===== src/rtl/parallel2serial_tx.sv =====
// rtl/parallel2serial_tx.sv - parallel-to-serial word transmitter with one-word holding buffer
// Shifts each WIDTH-bit word out one bit per cycle, with optional forced idle gap between words.
module parallel2serial_tx #(
   parameter int WIDTH     = 8,
   parameter int MSB_FIRST = 1,
   parameter int GAP       = 1
) (
   input  logic             clk,
   input  logic             rst,
   input  logic [WIDTH-1:0] din_parallel,
   input  logic             din_valid,
   output logic             din_ready,
   output logic             dout_serial,
   output logic             dout_valid,
   output logic             frame_last,
   output logic             busy
);
   localparam int CW = (WIDTH > 1) ? $clog2(WIDTH) : 1;

   typedef enum logic [1:0] {
      S_IDLE  = 2'd0,
      S_SHIFT = 2'd1,
      S_GAP   = 2'd2
   } state_t;

   state_t           state_q, state_d;
   logic [WIDTH-1:0] shreg_q, shreg_d;
   logic [WIDTH-1:0] buf_q, buf_d;
   logic             buf_full_q, buf_full_d;
   logic [CW-1:0]    bitcnt_q, bitcnt_d;
   logic [3:0]       gapcnt_q, gapcnt_d;

   logic             accept;
   logic             avail;
   logic             load;
   logic             last_bit;
   logic [WIDTH-1:0] next_word;

   assign accept    = din_valid && !buf_full_q;
   assign avail     = buf_full_q || accept;
   assign next_word = buf_full_q ? buf_q : din_parallel;
   assign last_bit  = (bitcnt_q == CW'(WIDTH - 1));

   always_comb begin
      state_d    = state_q;
      shreg_d    = shreg_q;
      buf_d      = buf_q;
      buf_full_d = buf_full_q;
      bitcnt_d   = bitcnt_q;
      gapcnt_d   = gapcnt_q;
      load       = 1'b0;

      case (state_q)
         S_IDLE: begin
            if (avail) load = 1'b1;
         end
         S_SHIFT: begin
            shreg_d  = (MSB_FIRST != 0) ? (shreg_q << 1) : (shreg_q >> 1);
            bitcnt_d = bitcnt_q + CW'(1);
            if (last_bit) begin
               if (GAP > 0) begin
                  state_d  = S_GAP;
                  gapcnt_d = 4'(GAP);
               end else if (avail) begin
                  load = 1'b1;
               end else begin
                  state_d = S_IDLE;
               end
            end
         end
         S_GAP: begin
            if (gapcnt_q <= 4'd1) begin
               if (avail) load = 1'b1;
               else       state_d = S_IDLE;
            end else begin
               gapcnt_d = gapcnt_q - 4'd1;
            end
         end
         default: state_d = S_IDLE;
      endcase

      // Buffer has load priority; a word that is not loaded straight in parks in the buffer.
      if (load) begin
         state_d  = S_SHIFT;
         shreg_d  = next_word;
         bitcnt_d = '0;
      end
      if (load && buf_full_q) begin
         buf_full_d = 1'b0;
      end else if (accept && !load) begin
         buf_d      = din_parallel;
         buf_full_d = 1'b1;
      end
   end

   always_ff @(posedge clk) begin
      if (rst) begin
         state_q    <= S_IDLE;
         shreg_q    <= '0;
         buf_q      <= '0;
         buf_full_q <= 1'b0;
         bitcnt_q   <= '0;
         gapcnt_q   <= '0;
      end else begin
         state_q    <= state_d;
         shreg_q    <= shreg_d;
         buf_q      <= buf_d;
         buf_full_q <= buf_full_d;
         bitcnt_q   <= bitcnt_d;
         gapcnt_q   <= gapcnt_d;
      end
   end

   assign din_ready   = !buf_full_q;
   assign dout_valid  = (state_q == S_SHIFT);
   assign dout_serial = dout_valid && ((MSB_FIRST != 0) ? shreg_q[WIDTH-1] : shreg_q[0]);
   assign frame_last  = dout_valid && last_bit;
   assign busy        = (state_q != S_IDLE) || buf_full_q;

endmodule


===== config.mk =====
export PLATFORM = sky130hd
export DESIGN_NAME = parallel2serial_tx
export DESIGN_NICKNAME = d
export VERILOG_FILES = /design/src/rtl/parallel2serial_tx.sv
export SDC_FILE = /design/constraint.sdc
export NUM_CORES = 1
export LEC_CHECK = 0
export CORE_MARGIN = 5
export CORE_UTILIZATION = 45
export CTS_CLUSTER_SIZE = 14
export DETAILED_ROUTE_END_ITERATION = 12
export PLACE_DENSITY = 0.76
export SYNTH_ARGS = -nofsm -noshare
export SYNTH_HDL_FRONTEND = slang
export SYNTH_SLANG_ARGS = --single-unit
export TNS_END_PERCENT = 50

===== constraint.sdc =====
create_clock -name clk -period 1.5 [get_ports clk]
set_input_delay 0.3 -clock clk [delete_from_list [all_inputs] [get_ports clk]]
set_output_delay 0.3 -clock clk [all_outputs]
set_load 0.005 [all_outputs]

Word-level counts from Yosys, hierarchy flattened
Cells that the tools add are included.
{ "word_totals": {"regBits": 26, "out_inout_bits": 5} }
{ "classes": {"add_sub_neg": 2, "order_cmp": 1, "eq_ne": 11, "n_mux": 14, "bitwise": 2, "reduce_logical": 19} }
{ "op_table": {"columns": ["op", "count"], "rows": [
  ["$mux 8", 3],
  ["$mux 4", 2],
  ["$ne 2x2->1 const B", 4],
  ["$pmux 4 s2", 1],
  ["$reduce_and 4->1", 2],
  ["$mux 2", 3],
  ["$ne 3x3->1 const B", 2],
  ["$pmux 2 s3", 1],
  ["$reduce_bool 2->1", 3],
  ["$logic_and 1x1->1", 5],
  ["$le 4x1->1 const B", 1],
  ["$reduce_or 2->1", 2],
  ["$sub 4x1->4 const B", 1],
  ["$add 3x1->3 const B", 1],
  ["$eq 3x3->1 const B", 1],
  ["$mux 1", 3],
  ["$ne 3x1->1 const B", 1],
  ["$reduce_and 3->1", 1],
  ["$eq 2x1->1 const B", 1],
  ["$eq 2x2->1 const B", 1],
  ["$logic_not 1->1", 2],
  ["$logic_not 2->1", 1],
  ["$logic_or 1x1->1", 2],
  ["$ne 2x1->1 const B", 1],
  ["other kinds (3)", 4]
]} }

Depth between registers and ports, before layout
Gate-level depths: netlist of the first run.
{ "depth": {"depth_word": 9, "mapped_depth": 7, "mapped_depth_nobuf": 6} }

Least setup slack after synthesis of the first run
No wires, ideal clock.
{ "synth_timing": {"path_type": "reg-to-reg", "start": "register gapcnt_q[0]", "end": "register shreg_q[1]", "setup_time_ps": 86, "arrival_ps": 1556, "required_time_ps": 1414, "slack_ps": -141, "stages_incl_launch_ff": 8, "cell_sequence": "dfxtp_1 inv_1 ha_1 nor2_1 o21ai_2 and2_1 buf_2 a211oi_1"} }
{ "synth_between": {"elab_chain_cells": 4, "word_cells_on_any_way": 5, "classes_between": "order compare: 1; mux: 3; reduce/logical: 1"} }
{ "synth_rtl": {"columns": ["element", "line", "rtl"], "rows": [
  ["start, declared", "31", "logic [3:0] gapcnt_q, gapcnt_d;"],
  ["start signal, assigned", "110", "gapcnt_q <= gapcnt_d;"],
  ["$le 4x1->1 (*)", "72", "if (gapcnt_q <= 4'd1) begin"],
  ["$mux 1 (*)", "72", null],
  ["$pmux 1 s2 (*)", "53", "case (state_q)"],
  ["$mux 8 / $reduce_bool 2->1 (equally long branches)", null, null],
  ["end signal, assigned", "106", "shreg_q <= shreg_d;"],
  ["end, declared", "27", "logic [WIDTH-1:0] shreg_q, shreg_d;"]
]} }
Every way passes the cells marked *; elsewhere a longest branch is shown, timed or not.
A chain may end at the register's enable or synchronous reset.

Final worst setup path of the first run
{ "layout_timing": {"start": "register state_q[0]", "end": "output busy"} }
{ "layout_between": {"elab_chain_cells": 2} }
{ "layout_rtl": {"columns": ["element", "line", "rtl"], "rows": [
  ["start, declared", "26", "state_t state_q, state_d;"],
  ["start signal, assigned", "105", "state_q <= state_d;"],
  ["$reduce_bool 2->1", "118", "assign busy = (state_q != S_IDLE) || buf_full_q;"],
  ["$logic_or 1x1->1", "118", null],
  ["end, declared", "16", "output logic busy"]
]} }
No other way between the ends.

==> results of run 1 <==
==> sequential cells by signal, summed over array words and instances (netlist names) <==
name / count
bitcnt_q: 3
buf_full_q: 1
buf_q: 8
gapcnt_q: 4
shreg_q: 8
state_q: 2
==> layout make-up <==
class | count | area [µm²]
fill | 198 | 844.6
multi-input combinational | 90 | 834.6
sequential | 26 | 533.0
timing repair buffer | 41 | 371.6
tap | 31 | 38.79
inverter | 8 | 35.03
clock inverter | 1 | 30.03
clock buffer | 3 | 22.52
==> Yosys cell counts <==
cell type  instances  area share [%]
dfxtp_1           26              42
mux2i_1           16              13
nor2_1            15             4.5
nor2b_1           10             5.0
a211oi_1           8             4.8
a221oi_1           8             5.6
inv_1              8             2.4
buf_2              4             1.6
ha_1               4             4.0
nor3_1             4             1.6
and2_1             3             1.5
clkbuf_1           3            0.90
nand2_1            2            0.60
nand3_1            2            0.80
o21a_1             2             1.2
xnor2_1            2             1.4
a21oi_1            1            0.40
and3_1             1            0.50
mux2_2             1            0.90
nand4_1            1            0.50
o2111ai_1          1            0.70
o211a_1            1            0.80
o21ai_0            1            0.40
o21ai_2            1            0.70
o311ai_4           1             2.1
o41ai_1            1            0.70
or2_0              1            0.50
or2_2              1            0.50
or3_1              1            0.50
xor2_1             1            0.70
==> power by group <==
group          total, mW  switching (mW)  internal, mW
Combinational      0.307           0.139         0.168
Clock              0.480           0.210         0.270
Sequential         0.747          0.0243         0.723
==> final timing paths <==
kind                            cells after the start                       end                     start
worst min-delay path                                2     buf_q[0]$_SDFFE_PP0P_     buf_q[0]$_SDFFE_PP0P_
worst min register to register                      2     buf_q[0]$_SDFFE_PP0P_     buf_q[0]$_SDFFE_PP0P_
worst max-delay path                                3                      busy   state_q[0]$_SDFFE_PP0P_
worst max register to register                      7  gapcnt_q[1]$_SDFFE_PP0P_  gapcnt_q[0]$_SDFFE_PP0P_
==> worst min-delay path: stages (launching register included) <==
cell and delay, ns:
dfxtp_1 0.35, mux2i_1 0.07, nor2_1 0.07
==> through the flow <==
stage	util [%]	instances	hold WS, ns	power (mW)
after detailed placement	59.00	191	0.4710	0.9967
after global placement	59.00	191	0.4543	0.9871
after floorplan	-	131	0.4020	0.8914
final	68.84	200	0.5109	1.534
after global routing	68.84	200	0.5504	1.605
after CTS	64.50	197	0.5013	1.499
==> cell usage in the layout, fill, tap and decap left out, types with 2 or more instances in the layout <==
master / n
a221oi_2: 5
nand3_1: 2
or2_4: 2
buf_4: 20
buf_6: 6
inv_4: 2
xnor2_1: 2
o21a_1: 2
nor2b_1: 9
and2_1: 2
ha_4: 4
dfxtp_1: 18
nor3_1: 4
nor2_1: 14
clkdlybuf4s50_1: 10
a221oi_4: 2
a211oi_1: 7
clkbuf_4: 3
dfxtp_2: 7
inv_1: 6
mux2i_1: 16
==> kinds of logic (layout without fill, tap and decap cells) <==
logic type | Yosys count | after routing | synth area share [%]
AO/OA/AOI/OAI | 25 | 25 | 17.37
XOR/XNOR | 3 | 3 | 2.096
adder cells (fa/ha/maj) | 4 | 4 | 3.992
buffers and inverters | 15 | 53 | 4.890
flip-flops | 26 | 26 | 41.52
multiplexers | 17 | 17 | 13.67
AND/OR/NAND/NOR | 41 | 41 | 16.47
==> metal layers <==
| metal | vias up | GRT usage (%) |
|---|---|---|
| met2 | 17 | 25.78 |
| met5 | - | 0 |
| met1 | 526 | 17.54 |
| met3 | 6 | 3.058 |
| li1 | 549 | - |
| met4 | 0 | 7.958 |
==> timing repair <==
action | 4_1_cts | 5_1_grt
pin swaps | 4 | 11
setup endpoints to repair | 26 | 26
gates resized for setup | 42 | 23
hold buffers | 0 | 0
setup buffers | 2 | 4
==> impl_metrics.env, run 1 <==
export IMPL_ir_drop_v=0.0006724
export IMPL_min_period_ns=1.572
export IMPL_synthCells=131
export IMPL_worstPathArrival_ns=1.27
export IMPL_grt_pass1_vias=1086
export IMPL_reg2reg_slack_ns=-0.01
export IMPL_cp_slowest_cell="or3_4"
export IMPL_cp_cell_sequence="buf_6 -> or3_4 -> buf_6"
export IMPL_place_congestion=0.7593
export IMPL_syn_cell_area_um2=1254
export IMPL_wirelength_um=3208
export IMPL_leakagePower_nw=0.7873
export IMPL_drt_met1_wl_um=1449
export IMPL_place_hpwl_um=2012
export IMPL_gr_total_overflow=0
export IMPL_route_detailed_drc=0
export IMPL_slew_viol_final=0
export IMPL_required_ns=1.20
export IMPL_synth_distinct_cells=30
export IMPL_htree_num_levels=1
export IMPL_die_area_um2=3941
export IMPL_setup_ws_ns=-0.07164
export IMPL_syn_num_nets=146
export IMPL_syn_mean_instance_area_um2=9.570
export IMPL_startpoint_type="flop"
export IMPL_setup_tns_ns=-0.09436
export IMPL_clock_latency_ns=0.32
export IMPL_grt_start_max_net_pins=16
export IMPL_critPathMaxStageDelay_ns=0.36
export IMPL_wl_per_cell_um=16.04
export IMPL_fp_row_count=19
export IMPL_rsz0062_at_grt="yes"
export IMPL_max_freq_ghz=0.6363
export IMPL_slew_headroom_pct=79.14
export IMPL_worstMarginPinSlew_ns=0.3088
export IMPL_dpl_cell_area_um2=1599
export IMPL_setup_viol=3
export IMPL_finalHoldViolations=0
export IMPL_die_h_um=62.78
export IMPL_pin_count=16
export IMPL_cp_top_family="simple AND/OR/NAND/NOR gates"
export IMPL_antenna_found_initial=0
export IMPL_vias=1098
export IMPL_synth_seq_cells=26
export IMPL_post_route_period_util_pct=104.8
export IMPL_clkTransAtPathRegs_ns=0.14
export IMPL_power_density_nw_per_um2=822.2
export IMPL_met3_length_um=86
export IMPL_worst_setup_path_end_kind="primary output"
export IMPL_fin_worst_skew_ns=0.005453
export IMPL_syn_to_final_growth_pct=48.80
export IMPL_cts_buffers=3
export IMPL_grt_util_all_layers_pct=15.10
export IMPL_dp_slack_ns=-0.2052
export IMPL_cts_buffer_depth=2
export IMPL_drtPass1Iterations=4
export IMPL_cts_tree="built"
export IMPL_root_buffer="clkbuf_4"
export IMPL_core_um2=2710
export IMPL_hold_class="flop to flop"
export IMPL_crit_top_cell="buf_6"
export IMPL_status="finished, violations left"
export IMPL_cts_sinks=26
export IMPL_ant_nets=0
export IMPL_initial_core_util_pct=46.26
export IMPL_cp_max_fo=5
export IMPL_ys_seq_area_share_pct=41.52
export IMPL_port_buffers=15
export IMPL_final_area_um2=1866
export IMPL_routed_via_density=5.490
export IMPL_worst_setup_path_type="flop to primary output"
export IMPL_grt_pass1_wl_um=4843
export IMPL_violations="setup timing"
export IMPL_wl_met2_um=1603
export IMPL_dieWidth_um=62.78
export IMPL_crit_buf_inv=2
export IMPL_drive_gt1_share_pct=39.64
export IMPL_fin_nets=185
export IMPL_initialDrtViolationCount=38
export IMPL_yosys_warnings=0
export IMPL_n_antenna_cell=0
export IMPL_top_layer_used="met4"
export IMPL_cap_violations=0
Power figures use the tool's default switching activity.
==> run 2: changes to the inputs <==
- CELL_PAD_IN_SITES_DETAIL_PLACEMENT: unset -> 1
- CELL_PAD_IN_SITES_GLOBAL_PLACEMENT: unset -> 1
- CORE_UTILIZATION: 45 -> 37
- PLACE_DENSITY: 0.76 -> 0.79
==> impl_metrics.env, run 2 (synthesis gave the netlist of run 1 again) <==
export IMPL_initialDrtViolationCount=34
export IMPL_setup_ws_ns=-0.07792
export IMPL_pin_count=16
export IMPL_hold_buffers=0
export IMPL_reg_top3="buf_q: 8 flops, shreg_q: 8 flops, gapcnt_q: 4 flops"
export IMPL_reg2reg_to="shreg_q[4]$_SDFFE_PP0P_"
export IMPL_leakagePower_nw=0.8230
export IMPL_cap_violations=0
export IMPL_mostFrequentLayoutCell="buf_4"
export IMPL_ant_nets=0
export IMPL_port_buffers=15
export IMPL_rsz0062_at_grt="yes"
export IMPL_cts_buffers=3
export IMPL_startpoint_type="flop"
export IMPL_max_freq_ghz=0.6337
export IMPL_fp_row_count=21
export IMPL_clkTransAtPathRegs_ns=0.15
export IMPL_power_mw=1.602
export IMPL_dp_cells=207
export IMPL_ir_drop_v=0.0005481
export IMPL_antenna_found_initial=0
export IMPL_min_period_ns=1.578
export IMPL_hold_class="flop to flop"
export IMPL_cp_max_fo=5
export IMPL_reg2reg_slack_ns=-0.03
export IMPL_fin_worst_skew_ns=0.002687
export IMPL_instances_no_fill=218
export IMPL_worst_r2r_cell_count=7
export IMPL_worstPathArrival_ns=1.28
export IMPL_n_antenna_cell=0
export IMPL_root_buffer="clkbuf_4"
export IMPL_slew_viol_final=0
export IMPL_syn_to_final_growth_pct=55.89
export IMPL_core_um2=3311
export IMPL_route_detailed_drc=0
export IMPL_slew_headroom_pct=75.63
export IMPL_wirelength_um=4160
export IMPL_worst_setup_path_end_kind="primary output"
export IMPL_worst_setup_path_type="flop to primary output"
export IMPL_routed_via_density=5.376
export IMPL_fin_nets=188
export IMPL_htree_num_levels=1
export IMPL_gr_total_overflow=0
export IMPL_cts_sinks=26
export IMPL_worstMarginPinSlew_ns=0.3644
export IMPL_power_density_nw_per_um2=819.6
export IMPL_place_hpwl_um=2408
export IMPL_drtPass1Iterations=4
export IMPL_cts_tree="built"
export IMPL_grt_pass1_vias=1270
export IMPL_layout_common_cells="22 x buf_4, 19 x dfxtp_1, 15 x mux2i_1, 13 x nor2_1, 10 x clkdlybuf4s50_1"
export IMPL_required_ns=1.20
export IMPL_dpl_cell_area_um2=1638
export IMPL_die_h_um=68.21
export IMPL_clock_latency_ns=0.35
export IMPL_setup_tns_ns=-0.1802
export IMPL_reg2reg_from="gapcnt_q[0]$_SDFFE_PP0P_"
export IMPL_dieWidth_um=68.21
export IMPL_status="finished, violations left"
export IMPL_vias=1172
export IMPL_place_congestion=0.7657
export IMPL_initial_core_util_pct=37.87
export IMPL_die_area_um2=4653
export IMPL_grt_start_max_net_pins=19
export IMPL_final_area_um2=1954
export IMPL_grt_util_all_layers_pct=19.36
export IMPL_critPathLaunch="state_q[1]$_SDFFE_PP0P_"
export IMPL_holdWs_ns=0.5094
export IMPL_crit_end="busy"
export IMPL_post_route_period_util_pct=105.2
export IMPL_cts_buffer_depth=2
export IMPL_grt_pass1_wl_um=6527
export IMPL_wl_per_cell_um=19.08
export IMPL_violations="setup timing"
export IMPL_drive_gt1_share_pct=42.44
export IMPL_finalHoldViolations=0
export IMPL_setup_viol=6
[run 2: power breakdown]
part	switching (mW)	internal [mW]
combinational	0.165	0.176
clock	0.237	0.271
sequential	0.0290	0.723
total	0.432	1.17
[run 2: layout make-up]
| class | count | area, µm² |
|---|---|---|
| Sequential cell | 26 | 531.8 |
| Tap cell | 46 | 57.56 |
| Clock buffer | 3 | 22.52 |
| Clock inverter | 1 | 30.03 |
| Fill cell | 375 | 1356 |
| Inverter | 8 | 35.03 |
| Timing Repair Buffer | 44 | 404.1 |
| Multi-Input combinational cell | 90 | 873.3 |
[run 2: how the worst min path moves through the flow]
| stage | from | end | cells after the start |
|---|---|---|---|
| finish | buf_q[7]$_SDFFE_PP0P_ | buf_q[7]$_SDFFE_PP0P_ | 2 |
| detailed placement | shreg_q[0]$_SDFFE_PP0P_ | shreg_q[0]$_SDFFE_PP0P_ | 2 |
| global placement | shreg_q[0]$_SDFFE_PP0P_ | shreg_q[0]$_SDFFE_PP0P_ | 2 |
| floorplan | rst | shreg_q[0]$_SDFFE_PP0P_ | 1 |
| global route | buf_q[0]$_SDFFE_PP0P_ | buf_q[0]$_SDFFE_PP0P_ | 2 |
| CTS | buf_q[0]$_SDFFE_PP0P_ | buf_q[0]$_SDFFE_PP0P_ | 2 |
[run 2: stage by stage]
step	util, %	worst slack, ns
floorplan	-	-0.02474
global placement	49.47	-0.1606
detailed placement	49.47	-0.2450
CTS	55.10	-0.06404
global route	59.03	-0.1386
finish	59.03	-0.07792
[run 2: metal layers]
layer	share of wire, %	track usage [%]	vias up
met5	0	0	-
met4	3.0	8.685	0
met3	5.3	2.627	12
met2	52	34.54	46
met1	40	22.79	566
li1	-	-	548
[run 2: critical path, stage by stage (launching register included)]
cell     delay, ns
dfxtp_2       0.37
buf_6         0.13
or3_1         0.29
buf_2         0.13
[run 2: timing repair]
action,in CTS,in global routing
gates cloned,0,0
endpoints found under the setup margin,25,21
buffers inserted,6,3
pin swaps,4,9
gates resized for setup,48,23
==> run 3: changes to the inputs <==
- CORE_UTILIZATION: 37 -> 25
- GPL_TIMING_DRIVEN: unset -> 0
- PLACE_DENSITY: 0.79 -> 0.59
==> impl_metrics.env, run 3 (synthesis gave the netlist of run 1 again) <==
export IMPL_syn_to_final_growth_pct=58.98
export IMPL_cp_top_family="compound AO/OA/AOI/OAI gates"
export IMPL_vias=1123
export IMPL_finalHoldViolations=0
export IMPL_worstPathArrival_ns=1.76
export IMPL_routed_via_density=4.621
export IMPL_mostFrequentLayoutCell="buf_4"
export IMPL_die_h_um=80.82
export IMPL_leakagePower_nw=0.8370
export IMPL_hold_class="flop to flop"
export IMPL_grt_pass1_vias=1246
export IMPL_crit_top_cell="buf_4"
export IMPL_initial_core_util_pct=26.20
export IMPL_grt_util_all_layers_pct=11.62
export IMPL_clkTransAtPathRegs_ns=0.10
export IMPL_route_detailed_drc=0
export IMPL_setup_ws_ns=-0.07747
export IMPL_fp_row_count=25
export IMPL_initialDrtViolationCount=44
export IMPL_multiInputGateArea_um2=843.3
export IMPL_cp_depth=7
export IMPL_wl_per_cell_um=15.05
export IMPL_worst_setup_path_type="flop to flop"
export IMPL_grt_pass1_wl_um=5927
export IMPL_final_area_um2=1993
export IMPL_grt_start_max_net_pins=16
export IMPL_worstMarginPinSlew_ns=0.5517
export IMPL_cts_tree="built"
export IMPL_startpoint_type="flop"
export IMPL_cts_sinks=26
export IMPL_place_congestion=0.7293
export IMPL_reg2reg_slack_ns=-0.08
export IMPL_layout_common_cells="25 x buf_4, 18 x dfxtp_1, 16 x mux2i_1, 13 x nor2_1, 10 x clkdlybuf4s50_1"
export IMPL_slew_headroom_pct=63.22
export IMPL_cts_buffer_depth=2
export IMPL_reg2reg_from="gapcnt_q[2]$_SDFFE_PP0P_"
export IMPL_rsz0062_at_grt="yes"
export IMPL_post_route_period_util_pct=105.2
export IMPL_min_period_ns=1.577
export IMPL_gr_total_overflow=0
export IMPL_ant_nets=0
export IMPL_htree_num_levels=1
export IMPL_dieWidth_um=80.82
export IMPL_place_hpwl_um=2107
export IMPL_dpl_cell_area_um2=1505
export IMPL_fill_cells=525
export IMPL_max_freq_ghz=0.6339
export IMPL_cts_buffers=3
export IMPL_reg_top3="buf_q: 8 flops, shreg_q: 8 flops, gapcnt_q: 4 flops"
export IMPL_drtPass1Iterations=4
export IMPL_ir_drop_v=0.0003122
export IMPL_hp_start="buf_q[0]$_SDFFE_PP0P_"
export IMPL_cp_cell_sequence="or2_0 -> buf_4 -> buf_4 -> o21ai_4 -> buf_8 -> a221oi_2 -> a211oi_1"
export IMPL_port_buffers=15
export IMPL_violations="setup timing"
export IMPL_status="finished, violations left"
export IMPL_setup_viol=19
export IMPL_worst_r2r_cell_count=7
export IMPL_cap_violations=0
export IMPL_critPathLaunch="gapcnt_q[2]$_SDFFE_PP0P_"
export IMPL_critPathMaxStageDelay_ns=0.32
export IMPL_core_um2=4786
export IMPL_wirelength_um=3656
export IMPL_regArea_um2=538.0
export IMPL_fin_nets=192
export IMPL_die_area_um2=6531
export IMPL_drive_gt1_share_pct=41.48
export IMPL_root_buffer="clkbuf_8"
export IMPL_crit_buf_inv=3
export IMPL_cp_slowest_cell="dfxtp_1"
export IMPL_pin_count=16
export IMPL_cp_max_fo=8
export IMPL_clock_latency_ns=0.27
export IMPL_antenna_found_initial=0
export IMPL_slew_viol_final=0
export IMPL_power_density_nw_per_um2=843.2
export IMPL_crit_end="shreg_q[2]$_SDFFE_PP0P_"
export IMPL_worst_setup_path_end_kind="flop"
export IMPL_reg2reg_to="shreg_q[2]$_SDFFE_PP0P_"
export IMPL_fin_worst_skew_ns=0.004964
export IMPL_n_antenna_cell=0
export IMPL_required_ns=1.69
export IMPL_dp_slack_ns=-0.5700
## run 3: cell count changes in the layout (fill, tap and decap cells not counted), sizes merged
| cell | delta |
|---|---|
| clkbuf | +2 |
| dlygate4sd2 | -1 |
| clkdlybuf4s15 | +1 |
| buf | +2 |
## run 3: how the worst min path moves through the flow
stage,endpoint,slack [ns],cells after the start
global route,buf_q[0]$_SDFFE_PP0P_,0.54,2
global placement,shreg_q[0]$_SDFFE_PP0P_,0.46,2
floorplan,shreg_q[0]$_SDFFE_PP0P_,0.40,1
CTS,shreg_q[0]$_SDFFE_PP0P_,0.50,2
finish,buf_q[0]$_SDFFE_PP0P_,0.50,2
detailed placement,shreg_q[0]$_SDFFE_PP0P_,0.47,2
## run 3: layout make-up
class	instances	share of cell area [%]
Multi-Input combinational cell	90	42.31
Timing Repair Buffer	41	17.95
Clock inverter	1	1.507
Tap cell	67	4.206
Sequential cell	26	26.99
Clock buffer	3	2.072
Inverter	8	1.632
Buffer	7	3.327
## run 3: what timing repair did
action                     CTS  global route
setup endpoints to repair   26            25
hold endpoints to repair     0             0
pin swaps                    5             7
resized for setup           46            28
cloned                       0             0
hold buffers                 0             0
buffers inserted            20             6
## run 3: per-layer routing
| metal | vias to the layer above | global-route usage (%) | routed length, µm |
|---|---|---|---|
| li1 | 562 | - | - |
| met1 | 540 | 15.14 | 1735 |
| met2 | 17 | 19.38 | 1756 |
| met3 | 4 | 1.109 | 101 |
| met4 | 0 | 5.236 | 63 |
| met5 | - | 0 | 0 |
## run 3: through the flow
stage	util (%)	std cells	total power [mW]	TNS, ns	hold WS [ns]
after global placement	31.45	213	0.9726	-10.25	0.4589
after global routing	41.65	243	1.765	-1.870	0.5408
after floorplan	-	131	0.8914	-0.1979	0.4020
after detailed placement	31.45	213	0.9763	-10.49	0.4671
after CTS	37.99	237	1.627	-0.6631	0.5000
final	41.65	243	1.681	-0.5898	0.4953
## run 3: tightest hold or removal path: stages (launching register included)
cell and delay (ns):
dfxtp_1 0.33, mux2i_1 0.06, nor2_1 0.07
## run 3: power breakdown
part           internal [mW]  total, mW  switching [mW]
combinational          0.189      0.341           0.153
clock                  0.357      0.596           0.238
sequential             0.720      0.743          0.0238
total                   1.27       1.68           0.415
